$ cat config.mk
export PLATFORM = sky130hd
export DESIGN_NAME = axis_s2mm_pkt_source_flat
export DESIGN_NICKNAME = d
export VERILOG_FILES = /design/src/rtl/axis_s2mm_pkt_source_if.sv /design/src/rtl/axis_s2mm_pkt_source.sv /design/src/flat_wrapper.sv
export SDC_FILE = /design/constraint.sdc
export NUM_CORES = 1
export LEC_CHECK = 0
export CORE_MARGIN = 2
export CORE_UTILIZATION = 52
export DETAILED_ROUTE_END_ITERATION = 8
export PLACE_DENSITY = 0.81
export SETUP_SLACK_MARGIN = 0.2
export SYNTH_ARGS = -nofsm -noshare
export SYNTH_HDL_FRONTEND = slang
export SYNTH_SLANG_ARGS = --single-unit
$ cat constraint.sdc
create_clock -name axi_aclk -period 3.7 [get_ports axi_aclk]
set_clock_uncertainty 0.2 [all_clocks]
set_input_delay 0.555 -clock axi_aclk [delete_from_list [all_inputs] [get_ports axi_aclk]]
set_output_delay 0.555 -clock axi_aclk [all_outputs]
set_load 0.01 [all_outputs]
$ cat src/rtl/axis_s2mm_pkt_source_if.sv
// AXI4-Stream bundle between the packet source and the DMA S2MM slave.
// Master drives payload/valid/last; slave drives ready.
interface axis_s2mm_pkt_source_if #(
    parameter int DATA_WIDTH = 32
);
    localparam int KEEP_W = DATA_WIDTH / 8;

    logic [DATA_WIDTH-1:0] tdata;
    logic [KEEP_W-1:0]     tkeep;
    logic                  tvalid;
    logic                  tready;
    logic                  tlast;

    modport master (
        output tdata,
        output tkeep,
        output tvalid,
        output tlast,
        input  tready
    );

    modport slave (
        input  tdata,
        input  tkeep,
        input  tvalid,
        input  tlast,
        output tready
    );
endinterface

$ cat src/rtl/axis_s2mm_pkt_source.sv
// Packet generator feeding the DMA S2MM stream: one packet per start,
// incrementing payload seeded per packet, optional idle gaps between beats.
module axis_s2mm_pkt_source #(
    parameter int DATA_WIDTH = 32,
    parameter int LEN_WIDTH  = 16,
    parameter int GAP_WIDTH  = 4
) (
    input  logic                  axi_aclk,
    input  logic                  axi_reset,
    input  logic                  start,
    input  logic [LEN_WIDTH-1:0]  pkt_len,
    input  logic [DATA_WIDTH-1:0] seed,
    input  logic [GAP_WIDTH-1:0]  gap_cycles,
    output logic                  busy,
    output logic                  done,
    axis_s2mm_pkt_source_if.master s_axis_s2mm
);
    localparam int KEEP_W = DATA_WIDTH / 8;
    localparam int KB     = $clog2(KEEP_W);

    typedef enum logic [1:0] {
        IDLE,
        SEND,
        GAP,
        DONE
    } state_t;

    state_t state, state_n;

    logic [LEN_WIDTH-1:0]  beat;
    logic [LEN_WIDTH-1:0]  nxt_beat;
    logic [LEN_WIDTH-1:0]  last_idx;
    logic [LEN_WIDTH-1:0]  cap_idx;
    logic [KEEP_W-1:0]     last_keep;
    logic [KEEP_W-1:0]     cap_keep;
    logic [GAP_WIDTH-1:0]  gap_q;
    logic [GAP_WIDTH-1:0]  gap_cnt;
    logic [KB-1:0]         rem;
    logic                  accept;
    logic                  hs;

    // tvalid is high exactly in SEND, so a handshake is SEND && tready
    assign hs       = (state == SEND) && s_axis_s2mm.tready;
    assign accept   = (state == IDLE) && start && (pkt_len != '0);
    assign cap_idx  = (pkt_len - LEN_WIDTH'(1)) >> KB;
    assign rem      = pkt_len[KB-1:0];
    assign nxt_beat = beat + LEN_WIDTH'(1);

    // Byte mask for the final beat: full word when length is word aligned
    always_comb begin
        cap_keep = '0;
        for (int i = 0; i < KEEP_W; i++) begin
            cap_keep[i] = (rem == '0) || (KB'(i) < rem);
        end
    end

    // Next-state decode
    always_comb begin
        state_n = state;
        unique case (state)
            IDLE: begin
                if (start) begin
                    state_n = (pkt_len != '0) ? SEND : DONE;
                end
            end
            SEND: begin
                if (hs) begin
                    if (s_axis_s2mm.tlast) begin
                        state_n = DONE;
                    end else if (gap_q != '0) begin
                        state_n = GAP;
                    end
                end
            end
            GAP: begin
                if (gap_cnt == GAP_WIDTH'(1)) begin
                    state_n = SEND;
                end
            end
            DONE: begin
                state_n = IDLE;
            end
            default: begin
                state_n = IDLE;
            end
        endcase
    end

    // State register
    always_ff @(posedge axi_aclk) begin
        if (axi_reset) begin
            state <= IDLE;
        end else begin
            state <= state_n;
        end
    end

    // Registered outputs, beat counter and captured packet parameters
    always_ff @(posedge axi_aclk) begin
        if (axi_reset) begin
            busy               <= 1'b0;
            done               <= 1'b0;
            s_axis_s2mm.tvalid <= 1'b0;
            s_axis_s2mm.tlast  <= 1'b0;
            s_axis_s2mm.tdata  <= '0;
            s_axis_s2mm.tkeep  <= '0;
            beat               <= '0;
            last_idx           <= '0;
            last_keep          <= '0;
            gap_q              <= '0;
            gap_cnt            <= '0;
        end else begin
            busy               <= (state_n == SEND) || (state_n == GAP);
            done               <= (state_n == DONE);
            s_axis_s2mm.tvalid <= (state_n == SEND);
            if (accept) begin
                s_axis_s2mm.tdata <= seed;
                s_axis_s2mm.tlast <= (cap_idx == '0);
                s_axis_s2mm.tkeep <= (cap_idx == '0) ? cap_keep : '1;
                beat              <= '0;
                last_idx          <= cap_idx;
                last_keep         <= cap_keep;
                gap_q             <= gap_cycles;
            end else if (hs) begin
                if (s_axis_s2mm.tlast) begin
                    s_axis_s2mm.tlast <= 1'b0;
                end else begin
                    s_axis_s2mm.tdata <= s_axis_s2mm.tdata + DATA_WIDTH'(1);
                    s_axis_s2mm.tlast <= (nxt_beat == last_idx);
                    s_axis_s2mm.tkeep <= (nxt_beat == last_idx) ? last_keep : '1;
                    beat              <= nxt_beat;
                    gap_cnt           <= gap_q;
                end
            end else if (state == GAP) begin
                gap_cnt <= gap_cnt - GAP_WIDTH'(1);
            end
        end
    end
endmodule

$ cat src/flat_wrapper.sv
// flat-port wrapper written by rule: the top's interface ports become plain ports
module axis_s2mm_pkt_source_flat 
#(
    parameter int DATA_WIDTH = 32,
    parameter int LEN_WIDTH  = 16,
    parameter int GAP_WIDTH  = 4
)
  (axi_aclk, axi_reset, start, pkt_len, seed, gap_cycles, busy, done, s_axis_s2mm_tdata, s_axis_s2mm_tkeep, s_axis_s2mm_tvalid, s_axis_s2mm_tlast, s_axis_s2mm_tready);
  axis_s2mm_pkt_source_if #(.DATA_WIDTH(DATA_WIDTH)) s_axis_s2mm_i ();
  input  logic axi_aclk;
  input  logic axi_reset;
  input  logic start;
  input  logic [LEN_WIDTH-1:0] pkt_len;
  input  logic [DATA_WIDTH-1:0] seed;
  input  logic [GAP_WIDTH-1:0] gap_cycles;
  output logic busy;
  output logic done;
  output wire logic [$bits(s_axis_s2mm_i.tdata)-1:0] s_axis_s2mm_tdata;
  output wire logic [$bits(s_axis_s2mm_i.tkeep)-1:0] s_axis_s2mm_tkeep;
  output wire logic [$bits(s_axis_s2mm_i.tvalid)-1:0] s_axis_s2mm_tvalid;
  output wire logic [$bits(s_axis_s2mm_i.tlast)-1:0] s_axis_s2mm_tlast;
  input wire logic [$bits(s_axis_s2mm_i.tready)-1:0] s_axis_s2mm_tready;
  assign s_axis_s2mm_tdata = s_axis_s2mm_i.tdata;
  assign s_axis_s2mm_tkeep = s_axis_s2mm_i.tkeep;
  assign s_axis_s2mm_tvalid = s_axis_s2mm_i.tvalid;
  assign s_axis_s2mm_tlast = s_axis_s2mm_i.tlast;
  assign s_axis_s2mm_i.tready = s_axis_s2mm_tready;
  axis_s2mm_pkt_source #(.DATA_WIDTH(DATA_WIDTH), .LEN_WIDTH(LEN_WIDTH), .GAP_WIDTH(GAP_WIDTH)) u_core (.axi_aclk(axi_aclk), .axi_reset(axi_reset), .start(start), .pkt_len(pkt_len), .seed(seed), .gap_cycles(gap_cycles), .busy(busy), .done(done), .s_axis_s2mm(s_axis_s2mm_i));
endmodule
==> parameters.txt <==
Parameter                              Value

STA
  Maximum clock frequency ... 314 MHz
  Fin. max-slew vios ... 0
  Count of endpoints failing hold in the final timing report ... 0
  Least-Margin Pin Slew ... 0.687 ns
  Final Setup Violations ... 0
  Final Cycle Share ... 86.2%
  Tightest slew margin relative to the limit ... 53.8%
  Minimum period implied by the final worst setup slack ... 3.19 ns
  RSZ-0062 raised after global routing ... no
  Total negative slack for setup checks ... 0 ns

Layout
  Share of cells above drive strength 1 ... 6.56%
  Post-route design area ... 5930 sq um
  Post-Route Utilization ... 67.4%
  Non-filler cells in the finished layout ... 779
  Number of nets at the end of the flow ... 731
  Final-layout fill cell count ... 719
  ANT cells ... 0
  Layout overhead on the synthesized area ... 24.6%

Place
  Dpl cells ... 763
  Port buffer count ... 95
  Cell Area, Placed ... 5720 sq um
  HPWL reported at the end of detailed placement ... 9450 um
  Final weighted congestion in routability-driven placement ... 0.916

Run
  Max capacitance violation total ... 0

Pwr
  Pwr Density ... 378 nW/um^2
  Leak ... 0.00207 uW
  Cell-internal power ... 1570 uW
  Switching Fraction ... 29.9%
  Share of total power in sequential cells ... 47.3%
  Switching power total ... 670 uW
  Proportion of power drawn by combinational gates ... 21.9%
  Part of the total power dissipated in the clock network ... 30.8%
  Maximum ir drop on the vdd rail ... 214 uV
  Sum of internal, switching and leakage power ... 2240 uW

Setup path
  Kind of end point of the critical path ... flop
  Worst path arrival time ... 3.22 ns
  Worst path cell trace ... clkdlybuf4s50_1 -> inv_1 -> ha_1 -> nor4b_1 -> nand4_1 -> and2_2 -> nor2_1 -> nor4b_1 -> o21ai_1
  Setup slack on the worst flop-to-flop path ... 0.75 ns
  Worst setup SP type ... primary input
  Cell type with the highest occurrence count on the critical path ... sky130_fd_sc_hd__nor4b_1
  Max Fanout on Critical Path ... 29
  Delay of the slowest cell on the worst path ... 0.49 ns
  CP Class ... primary input to flop
  Data required time of the worst path ... 3.73 ns
  Critical-path cell with the highest stage delay ... sky130_fd_sc_hd__clkdlybuf4s50_1

Logic synthesis
  Synthesized flop and latch total ... 84
  Syn Nets ... 653
  Cell count after synthesis ... 588
  Number of distinct standard cells referenced by the synthesized netlist ... 58
  EDFF count, synth ... 0
  Share of flip-flops with an asynchronous set or reset ... 0%
  Mean cell area of the mapped netlist ... 8.10 sq um
  Post-synthesis instance area ... 4760 sq um
  Largest area contributor in the netlist ... sky130_fd_sc_hd__dfxtp_1
  Top area cells in the synthesized netlist ... sky130_fd_sc_hd__dfxtp_1, sky130_fd_sc_hd__nor2_1, sky130_fd_sc_hd__xnor2_1, sky130_fd_sc_hd__xor2_1, sky130_fd_sc_hd__a211oi_1
  Area fraction of the dominant cell type after synthesis ... 35.3%
  Dominant synthesized flop cell ... sky130_fd_sc_hd__dfxtp_1
  List of most frequent post-synthesis cells ... sky130_fd_sc_hd__nor2_1, sky130_fd_sc_hd__dfxtp_1, sky130_fd_sc_hd__nand2_1
  Library cell with the highest instance count after synthesis ... sky130_fd_sc_hd__nor2_1
  Synth warn ... 0
  Proportion of synthesized chip area in sequential cells ... 35.3%

Clocking
  Root buf cell ... sky130_fd_sc_hd__clkbuf_8
  Count of H-tree levels built during CTS ... 3
  Count of instances resized after the clock tree is built ... 0
  Hold-fix buffers at CTS ... 0
  Clock latency reported for the late side of the worst-skew pair ... 0.36 ns
  Count of clock tree sinks ... 84
  Number of buffers created by CTS ... 9
  Clock tree from TritonCTS ... done
  Post-CTS Setup Inserts ... 0
  Reg clk slew, reported paths ... 0.09 ns
  Worst-case clock buffer depth ... 2

Route
  DRT iter0 DRCs ... 220
  Post-route antenna net violation count ... 0
  Wire length per cell after detailed routing ... 16.1 um
  Post-detailed-route DRC marker count ... 0
  Ratio of routed vias to standard cells ... 5.80
  Number of iterations in the first detailed-routing pass ... 5
  Sum of routed wire length over all layers ... 12500 um
  Detailed-route via count ... 4516

Global route
  Via count of the first global-routing pass ... 4344
  Global routing usage summed across all routing layers ... 25.8%
  Largest net degree at the start of global routing ... 48
  Leftover overflow at the end of global routing ... 0
  Wire length of the first global-routing pass ... 20800 um
  Number of antenna violations at the first check in global routing ... 0

Die
  Number of rows created at floorplan ... 34
  Die width ... 99.7 um
  Height of the die ... 99.7 um
  IO Pins ... 96
  Placeable core region ... 8810 sq um
  Starting Density ... 54.1%
  Area enclosed by the die boundary ... 9940 sq um

Outcome
  Status ... finished clean

Worst hold path
  Classification of the worst-slack hold path ... flop to flop
-- flip-flops by register name, summed over array words and instances (netlist names) --
| register | cells |
|---|---|
| u_core.done | 1 |
| u_core.busy | 1 |
| u_core.last_idx | 14 |
| u_core.s_axis_s2mm.tvalid | 1 |
| u_core.gap_q | 4 |
| u_core.last_keep | 4 |
| u_core.s_axis_s2mm.tkeep | 4 |
| u_core.beat | 16 |
| u_core.gap_cnt | 4 |
| u_core.s_axis_s2mm.tdata | 32 |
| u_core.state | 2 |
| u_core.s_axis_s2mm.tlast | 1 |
-- cell usage in the layout (no fill, tap or decap), types with 3 or more instances in the layout --
| cell type | n |
|---|---|
| sky130_fd_sc_hd__a211oi_1 | 36 |
| sky130_fd_sc_hd__nor2_1 | 99 |
| sky130_fd_sc_hd__clkbuf_8 | 10 |
| sky130_fd_sc_hd__mux2i_1 | 4 |
| sky130_fd_sc_hd__and4_1 | 5 |
| sky130_fd_sc_hd__o21a_1 | 3 |
| sky130_fd_sc_hd__nand3_1 | 27 |
| sky130_fd_sc_hd__inv_1 | 7 |
| sky130_fd_sc_hd__nand2_1 | 54 |
| sky130_fd_sc_hd__nor3_1 | 22 |
| sky130_fd_sc_hd__or2_2 | 6 |
| sky130_fd_sc_hd__nor3b_1 | 3 |
| sky130_fd_sc_hd__xnor2_1 | 39 |
| sky130_fd_sc_hd__dfxtp_1 | 84 |
| sky130_fd_sc_hd__nor4b_1 | 6 |
| sky130_fd_sc_hd__xor2_1 | 33 |
| sky130_fd_sc_hd__clkdlybuf4s50_1 | 94 |
| sky130_fd_sc_hd__o21ai_0 | 18 |
| sky130_fd_sc_hd__nand4_1 | 13 |
| sky130_fd_sc_hd__nor2b_1 | 4 |
| sky130_fd_sc_hd__a31oi_1 | 3 |
| sky130_fd_sc_hd__buf_4 | 7 |
| sky130_fd_sc_hd__nand2b_1 | 5 |
| sky130_fd_sc_hd__ha_1 | 9 |
| sky130_fd_sc_hd__or3_1 | 5 |
| sky130_fd_sc_hd__o21ai_1 | 3 |
| sky130_fd_sc_hd__and3_1 | 6 |
| sky130_fd_sc_hd__a22oi_1 | 3 |
| sky130_fd_sc_hd__nor4_1 | 8 |
| sky130_fd_sc_hd__a21oi_1 | 14 |
-- layout make-up --
cell class	instances	area [sq um]	area share [%]
well taps	108	135	2.28
repair buffers	103	1020	17.2
flip-flops and latches	84	1680	28.3
inverters	7	26.3	0.443
clock buffers	10	138	2.32
multi-input cells	461	2860	48.3
clock inverters	6	70.1	1.18
-- metrics by stage --
step / hold slack [ns] / setup slack (ns)
floorplan: 0.237 / 1.07
global placement: 0.249 / 0.395
detailed placement: 0.272 / 0.100
CTS: 0.289 / 0.469
global route: 0.302 / 0.344
finish: 0.282 / 0.512
-- routing by layer --
layer  global-route usage, %  part of all wire [%]  vias up
li1                        -                     -     2236
met1                    33.2                    44     2106
met2                    41.8                    47      148
met3                    7.87                   7.5       26
met4                    7.59                   1.6        0
met5                       0                     0        -
-- path summary, 6_finish.rpt --
kind | from | endpoint | cells after the start
setup reg to reg | u_core.beat[0] | u_core.s_axis_s2mm.tkeep[3] | 8
hold / removal | u_core.last_keep[0] | u_core.last_keep[0] | 2
hold reg to reg | u_core.last_keep[0] | u_core.last_keep[0] | 2
setup / recovery | pkt_len[0] | u_core.s_axis_s2mm.tkeep[3] | 9
-- power by group through the flow --
stage          Clock (uW)  Combinational, uW  Sequential [uW]
6_report              690                492             1060
5_1_grt               737                538             1070
4_1_cts               698                492             1060
3_5_place_dp            0                489             1080
3_3_place_gp            0                476             1070
2_1_floorplan           0                254             1080
-- worst max-delay path, delay by kind of cell --
family,cells,cell delay [ns]
and+or+nand+nor,5,1.63
buffers and inverters,2,0.63
adders and majority gates,1,0.26
AOI/OAI and AO/OA,1,0.13
-- cell families after synthesis --
| group | share of synthesized area, % |
|---|---|
| AND/OR/NAND/NOR | 29.6 |
| AO/OA/AOI/OAI | 13.6 |
| flip-flops | 35.3 |
| XOR/XNOR | 13.2 |
| buffers and inverters | 4.73 |
| adder cells (fa/ha/maj) | 2.37 |
| multiplexers | 1.08 |
Power figures use the tool's default switching activity.
